## src/rtl/divisor_secuencial.sv

```systemverilog
// divisor_secuencial: 8-bit by 4-bit signed restoring divider, one quotient bit per cycle
// Ports: clk_i clock; reset_i sync active-low reset; inicio_i start (IDLE only);
//        dividendo_i 8-bit signed; divisor_i 4-bit signed; result_o {rem[3:0], quo[3:0]};
//        listo_o one-cycle done; ocupado_o busy; div_cero_o divide by zero; desborde_o quotient overflow
module divisor_secuencial (
  input  logic       clk_i,
  input  logic       reset_i,
  input  logic       inicio_i,
  input  logic [7:0] dividendo_i,
  input  logic [3:0] divisor_i,
  output logic [7:0] result_o,
  output logic       listo_o,
  output logic       ocupado_o,
  output logic       div_cero_o,
  output logic       desborde_o
);
  typedef enum logic [2:0] {IDLE = 3'd0, CARGA = 3'd1, ITER = 3'd2, AJUSTE = 3'd3, FIN = 3'd4} state_t;
  state_t state_q, state_d;
  logic [7:0] dvd_q, dvd_d, mag_q, mag_d, rem_q, rem_d, res_q, res_d;
  logic [3:0] dvs_q, dvs_d, dmag_q, dmag_d, rem_s;
  logic [2:0] cnt_q, cnt_d;
  logic       sd_q, sd_d, sv_q, sv_d, dz_q, dz_d, ovf_q, ovf_d, ge;
  logic [8:0] rem_sh, quo_s;
  // mag_q holds |dividend| and shifts the quotient in from the right as dividend bits leave
  assign rem_sh = {rem_q, mag_q[7]};
  assign ge     = rem_sh >= {5'b0, dmag_q};
  assign quo_s  = (sd_q ^ sv_q) ? 9'(-{1'b0, mag_q}) : {1'b0, mag_q};
  assign rem_s  = sd_q ? 4'(-rem_q[3:0]) : rem_q[3:0];
  always_comb begin
    state_d = state_q;
    dvd_d = dvd_q;
    dvs_d = dvs_q;
    mag_d = mag_q;
    dmag_d = dmag_q;
    rem_d = rem_q;
    cnt_d = cnt_q;
    sd_d = sd_q;
    sv_d = sv_q;
    res_d = res_q;
    dz_d = dz_q;
    ovf_d = ovf_q;
    case (state_q)
      IDLE: if (inicio_i) begin
        state_d = CARGA;
        dvd_d = dividendo_i;
        dvs_d = divisor_i;
      end
      CARGA: begin
        sd_d = dvd_q[7];
        sv_d = dvs_q[3];
        mag_d = dvd_q[7] ? 8'(-dvd_q) : dvd_q;
        dmag_d = dvs_q[3] ? 4'(-dvs_q) : dvs_q;
        rem_d = 8'h00;
        cnt_d = 3'd0;
        // zero divisor skips the iterations; AJUSTE publishes the flag so it appears with listo
        state_d = (dvs_q == 4'h0) ? AJUSTE : ITER;
      end
      ITER: begin
        rem_d = ge ? 8'(rem_sh - {5'b0, dmag_q}) : rem_sh[7:0];
        mag_d = {mag_q[6:0], ge};
        cnt_d = cnt_q + 3'd1;
        state_d = (cnt_q == 3'd7) ? AJUSTE : ITER;
      end
      AJUSTE: begin
        state_d = FIN;
        dz_d = dmag_q == 4'h0;
        // overflow when the 9-bit signed quotient is not a sign extension of its low 4 bits
        ovf_d = !dz_d && (quo_s[8:3] != 6'h00) && (quo_s[8:3] != 6'h3F);
        res_d = dz_d ? 8'h00 : {rem_s, quo_s[3:0]};
      end
      FIN: state_d = IDLE;
      default: state_d = IDLE;
    endcase
  end
  always_ff @(posedge clk_i) begin
    if (!reset_i) begin
      state_q <= IDLE;
      dvd_q <= '0;
      dvs_q <= '0;
      mag_q <= '0;
      dmag_q <= '0;
      rem_q <= '0;
      cnt_q <= '0;
      sd_q <= 1'b0;
      sv_q <= 1'b0;
      res_q <= '0;
      dz_q <= 1'b0;
      ovf_q <= 1'b0;
    end else begin
      state_q <= state_d;
      dvd_q <= dvd_d;
      dvs_q <= dvs_d;
      mag_q <= mag_d;
      dmag_q <= dmag_d;
      rem_q <= rem_d;
      cnt_q <= cnt_d;
      sd_q <= sd_d;
      sv_q <= sv_d;
      res_q <= res_d;
      dz_q <= dz_d;
      ovf_q <= ovf_d;
    end
  end
  assign result_o   = res_q;
  assign listo_o    = state_q == FIN;
  assign ocupado_o  = state_q != IDLE;
  assign div_cero_o = dz_q;
  assign desborde_o = ovf_q;
endmodule
```

## config.mk

```make
export PLATFORM = sky130hd
export DESIGN_NAME = divisor_secuencial
export DESIGN_NICKNAME = d
export VERILOG_FILES = /design/src/rtl/divisor_secuencial.sv
export SDC_FILE = /design/constraint.sdc
export NUM_CORES = 1
export LEC_CHECK = 0
export ABC_AREA = 0
export CORE_UTILIZATION = 45
export CTS_CLUSTER_SIZE = 14
export DETAILED_ROUTE_END_ITERATION = 16
export PLACE_DENSITY_LB_ADDON = 0.2
export SYNTH_ARGS = -nofsm -noshare
export SYNTH_HDL_FRONTEND = slang
export SYNTH_SLANG_ARGS = --single-unit
```

## constraint.sdc

```tcl
create_clock -name clk_i -period 3.95 [get_ports clk_i]
set_clock_uncertainty 0.1 [all_clocks]
set_input_delay 0.79 -clock clk_i [delete_from_list [all_inputs] [get_ports clk_i]]
set_output_delay 0.79 -clock clk_i [all_outputs]
set_load 0.01 [all_outputs]
```

==> impl_metrics.json, run 1 <==
{
  "status": "finished clean",
  "synth.cell_area_mm2": 0.002572,
  "seq_area_frac_synth": 0.3891,
  "synth_edf_count": 0,
  "critical_path_class": "reg2out",
  "peakVddDrop_uv": 274.5,
  "ys_seq_elements": 50,
  "cp.required_ps": 3060,
  "drive_above_1_share": 0.06042,
  "async_flop_share": 0,
  "io_pins": 27,
  "relSlewSlack": 0.4391,
  "fin_cells": 403,
  "tns_ps": 0,
  "crit_path_start_kind": "flop",
  "dp.cells": 395,
  "worstHoldPathType": "reg2reg",
  "cp_max_fo": 9,
  "postSynthNetCount": 337,
  "grt_pass1_vias": 1880,
  "routabilityCongestion": 0.7907,
  "grt_pass1_wl_mm": 8.542,
  "cp_data_arrival_time_ps": 1620,
  "h-tree-depth": 2,
  "cts_resized": 0,
  "power_density_mw_per_mm2": 603.5,
  "cts_buffers": 5,
  "final_cell_mix": "50 x dfxtp_1, 48 x nand2_1, 31 x nor2_1",
  "rsz0062_at_grt": "false",
  "final_common_cell": "dfxtp_1",
  "drcViolationCount": 0,
  "numClockSinks": 50,
  "vias": 2156,
  "grt_overflow_total": 0,
  "nFillCells": 532,
  "syn_avg_cell_area_um2": 8.272,
  "tightest_slew_ps": 834.9,
  "nets": 356,
  "period_minus_slack_ps": 2507,
  "setup_viol": 0,
  "dpl_cell_area_mm2": 0.002873,
  "synth_warnings": 0,
  "drt_pass1_iterations": 4,
  "max_freq_mhz": 398.9,
  "root_buffer": "clkbuf_8",
  "synth_cells": 311,
  "insertion_delay_ps": 310,
  "final_area_mm2": 0.002963,
  "area_growth_pct": 15.18,
  "post_cts_buffers": 0,
  "cts_tree": "yes",
  "gr-usage-all-layers": 0.1756,
  "grt_max_degree": 41,
  "coreArea_mm2": 0.005507,
  "core.rowCount": 27,
  "wl_per_cell_um": 12.42,
  "port_buffers": 26,
  "clockBufferDepth": 2,
  "viasPerCell": 5.350,
  "drv_slew": 0,
  "clk_pin_slew_ps": 90,
  "antennaDiodeCount": 0,
  "fin_util": 0.5381,
  "cts-hold-fix-buffers": 0,
  "p_leak_uw": 0.001072,
  "drtIter0Drc": 105,
  "antenna_found_initial": 0,
  "synth.distinct_cells": 44,
  "drtAntennaViolNets": 0,
  "die_w_um": 77.61,
  "end_kind": "output port",
  "maxCapViolations": 0,
  "drt_wl_total_mm": 5.007,
  "period_share": 0.6347,
  "synth_ff_type": "dfxtp_1",
  "start_util": 0.4672,
  "hpwlAfterDp_mm": 3.629,
  "die-area_mm2": 0.006023,
  "die_y_um": 77.61,
  "hold_viol": 0
}
==> critical path, cell delays in order (launching register included) <==
cell and delay (ps):
dfxtp_1 400, nor3_1 350, inv_1 80, clkdlybuf4s50_1 480
==> registers in the layout (all words and copies together) (netlist names) <==
name / flops
mag_q: 8
rem_q: 8
sv_q: 1
dvs_q: 4
result_o: 8
cnt_q: 3
state_q: 3
desborde_o: 1
dvd_q: 8
div_cero_o: 1
dmag_q: 4
sd_q: 1
==> layer usage <==
layer	wire, um	up-vias	track usage
li1	-	1117	-
met1	2519	995	0.2271
met2	2312	39	0.2912
met3	135	5	0.04588
met4	38	0	0.03962
met5	0	-	0
==> through the flow <==
stage / total power, uW / hold slack (ps) / worst slack (ps)
CTS: 1805 / 377.9 / 1440
floorplan: 1332 / 345.1 / 1804
global placement: 1492 / 359.8 / 1487
global route: 1930 / 398.9 / 1340
detailed placement: 1506 / 364.7 / 1438
finish: 1788 / 371.7 / 1443
==> worst paths after layout <==
kind                                 start        end  slack (ps)  cells after the start
worst max-delay path            state_q[0]  ocupado_o        1440                      3
worst min-delay path             dmag_q[3]  dmag_q[3]         370                      2
worst max register to register    mag_q[7]   rem_q[6]        1660                      7
worst min register to register   dmag_q[3]  dmag_q[3]         370                      2
==> Yosys cell counts, drive strengths merged (2+ instances only) <==
master  count  share of area
ha         10          0.049
a211oi      2         0.0058
inv        19          0.028
xor2        2         0.0068
nor3        8          0.016
a31oi       2         0.0049
o31a        2         0.0073
nand2      48          0.070
buf         2         0.0063
dfxtp      50           0.39
mux2i      10          0.039
nor2b       2         0.0049
nand4       2         0.0049
o41ai       2         0.0068
a22oi      17          0.050
clkbuf     15          0.022
or3b        2         0.0068
a21oi      26          0.051
o21ai       8          0.016
nor4        2         0.0049
nor2       32          0.053
nor3b       3          0.011
o31ai       7          0.020
or3         2         0.0068
a22o        3          0.010
o21a        3         0.0088
nand3b      2         0.0058
a21o        2         0.0058
xnor2      13          0.044
nand2b      4         0.0097
==> logic make-up after synthesis <==
family,count (synthesis),share of synthesized area
AOI/OAI and AO/OA,79,0.2043
xor gates and xnor gates,15,0.05107
adders and majority gates,11,0.05642
buffers and inverters,36,0.05593
DFF,50,0.3891
muxes,11,0.04329
and+or+nand+nor,109,0.1999
==> cell type report <==
cell class | instances | area [um^2] | area share
repair buffers | 29 | 282.8 | 0.09544
clock buffers | 5 | 68.82 | 0.02323
well taps | 72 | 90.09 | 0.03041
clock inverters | 3 | 21.27 | 0.007179
inverters | 19 | 71.32 | 0.02407
multi-input cells | 225 | 1428 | 0.4818
flip-flops and latches | 50 | 1001 | 0.3378
==> power breakdown <==
group	internal, uW	leakage [uW]	switching, uW
Clock	125	0.0000441	174
Sequential	583	0.000406	112
Combinational	356	0.000622	439
Total	1060	0.00107	724
(Power assumes the default switching activity.)
==> run 2, diff against run 1 <==
Clock period 3.95 ns to 2.55 ns, I/O delays scaled along.
==> run 2 against run 1 <==
Clock power is 62% higher. Highest routed layer unchanged. Utilization grew 0.61 points. Wire length increased by 1.6%. Worst setup slack worse by 1200 ps. Sequential cell count unchanged. Cell count up 0.99%. Critical path depth increased by 4. Via count up 0.46%. Sequential power increased by 54%. Register-to-register slack worse by 1400 ps.
==> impl_metrics.json, run 2 (same netlist as run 1, synthesis figures left out) <==
{
  "cts_resized": 0,
  "post_cts_buffers": 0,
  "internal_power_uw": 1667,
  "drv_slew": 0,
  "start_util": 0.4672,
  "fin_util": 0.5442,
  "final_cell_mix": "50 x dfxtp_1, 48 x nand2_1, 31 x nor2_1",
  "period_minus_slack_ps": 2265,
  "swShare": 0.4055,
  "die-area_mm2": 0.006023,
  "cp.required_ps": 2660,
  "numClockSinks": 50,
  "period_share": 0.8884,
  "viasPerCell": 5.322,
  "drt_pass1_iterations": 4,
  "cp_data_arrival_time_ps": 2370,
  "relSlewSlack": 0.5380,
  "p_clk_frac": 0.172,
  "clockBufferDepth": 2,
  "power_frac_seq": 0.383,
  "end_kind": "flop",
  "insertion_delay_ps": 310,
  "die_y_um": 77.61,
  "tns_ps": 0,
  "h-tree-depth": 2,
  "drt_wl_total_mm": 5.088,
  "power_frac_comb": 0.445,
  "final_area_mm2": 0.002997,
  "cts_buffers": 5,
  "setup_viol": 0,
  "p_leak_uw": 0.001093,
  "grt_pass1_wl_mm": 8.997,
  "vias": 2166,
  "cts_tree": "yes",
  "crit_path_start_kind": "flop",
  "cts-hold-fix-buffers": 0,
  "hold_slack_ps": 383.2,
  "area_growth_pct": 16.49,
  "status": "finished clean",
  "antenna_found_initial": 0,
  "io_pins": 27,
  "antennaDiodeCount": 0,
  "worstHoldPathType": "reg2reg",
  "grt_max_degree": 41,
  "coreArea_mm2": 0.005507,
  "grt_overflow_total": 0,
  "clk_pin_slew_ps": 90,
  "final_common_cell": "dfxtp_1",
  "wl_per_cell_um": 12.50,
  "core.rowCount": 27,
  "gr-usage-all-layers": 0.1889,
  "grt_pass1_vias": 1942,
  "maxCapViolations": 0,
  "die_w_um": 77.61,
  "drtAntennaViolNets": 0,
  "hold_viol": 0,
  "root_buffer": "clkbuf_8",
  "nets": 360,
  "cp_max_fo": 7,
  "hpwlAfterDp_mm": 3.707,
  "fin_cells": 407,
  "dpl_cell_area_mm2": 0.002903,
  "critical_path_class": "reg2reg",
  "max_freq_mhz": 441.4,
  "routabilityCongestion": 0.8693,
  "drtIter0Drc": 162,
  "hold_path_depth": 2,
  "dp.cells": 399,
  "port_buffers": 26,
  "tightest_slew_ps": 690.5,
  "reg2regPathDepth": 7,
  "drcViolationCount": 0,
  "p_switching_uw": 1137,
  "peakVddDrop_uv": 528.4,
  "power_density_mw_per_mm2": 935.6,
  "drive_above_1_share": 0.07164,
  "rsz0062_at_grt": "false"
}
==> run 2: worst paths after layout <==
kind,slack [ps],from,to
max reg2reg,280,mag_q[7],rem_q[6]
max,280,mag_q[7],rem_q[6]
min reg2reg,380,dmag_q[3],dmag_q[3]
min,380,dmag_q[3],dmag_q[3]
==> run 2: power by group through the flow <==
stage / Combinational (uW) / Sequential (uW) / Clock (uW)
4_1_cts: 1260 / 1070 / 505
2_1_floorplan: 1070 / 999 / 0
5_1_grt: 1410 / 1100 / 536
3_3_place_gp: 1240 / 1090 / 0
3_5_place_dp: 1250 / 1090 / 0
6_report: 1250 / 1070 / 482
==> run 2: final cells by class <==
type / instances / area, um^2
Fill cell: 524 / 2510
Multi-Input combinational cell: 225 / 1428
Sequential cell: 50 / 1001
Inverter: 19 / 71.32
Tap cell: 72 / 90.09
Timing Repair Buffer: 33 / 312.8
Clock inverter: 3 / 25.02
Clock buffer: 5 / 68.82
==> run 2: metrics by stage <==
stage	power, uW	setup slack (ps)
after floorplan	2064	404.3
after global placement	2324	331.4
after detailed placement	2342	289.3
after CTS	2835	280.1
after global routing	3052	187.3
final	2804	284.7
==> run 2: critical path, stage by stage, from the launching register on <==
cell and delay [ps]:
dfxtp_1 380, inv_1 90, ha_1 310, a41o_2 290, or4_4 520, nor2_8 180, o31ai_1 100, a22o_1 200
==> run 2: layer usage <==
layer / part of all wire / global-route usage / up-vias / routed length (um)
met4: 0.016 / 0.09245 / 0 / 80
li1: - / - / 1133 / -
met3: 0.035 / 0.03176 / 7 / 177
met1: 0.49 / 0.2426 / 977 / 2492
met5: 0 / 0 / - / 0
met2: 0.46 / 0.3053 / 49 / 2338
==> run 3, diff against run 2 <==
Settings changed: SLEW_MARGIN from default to 20.
==> results of run 3 <==
Same layout as run 2: the final DEF is identical, and so are final timing and power.
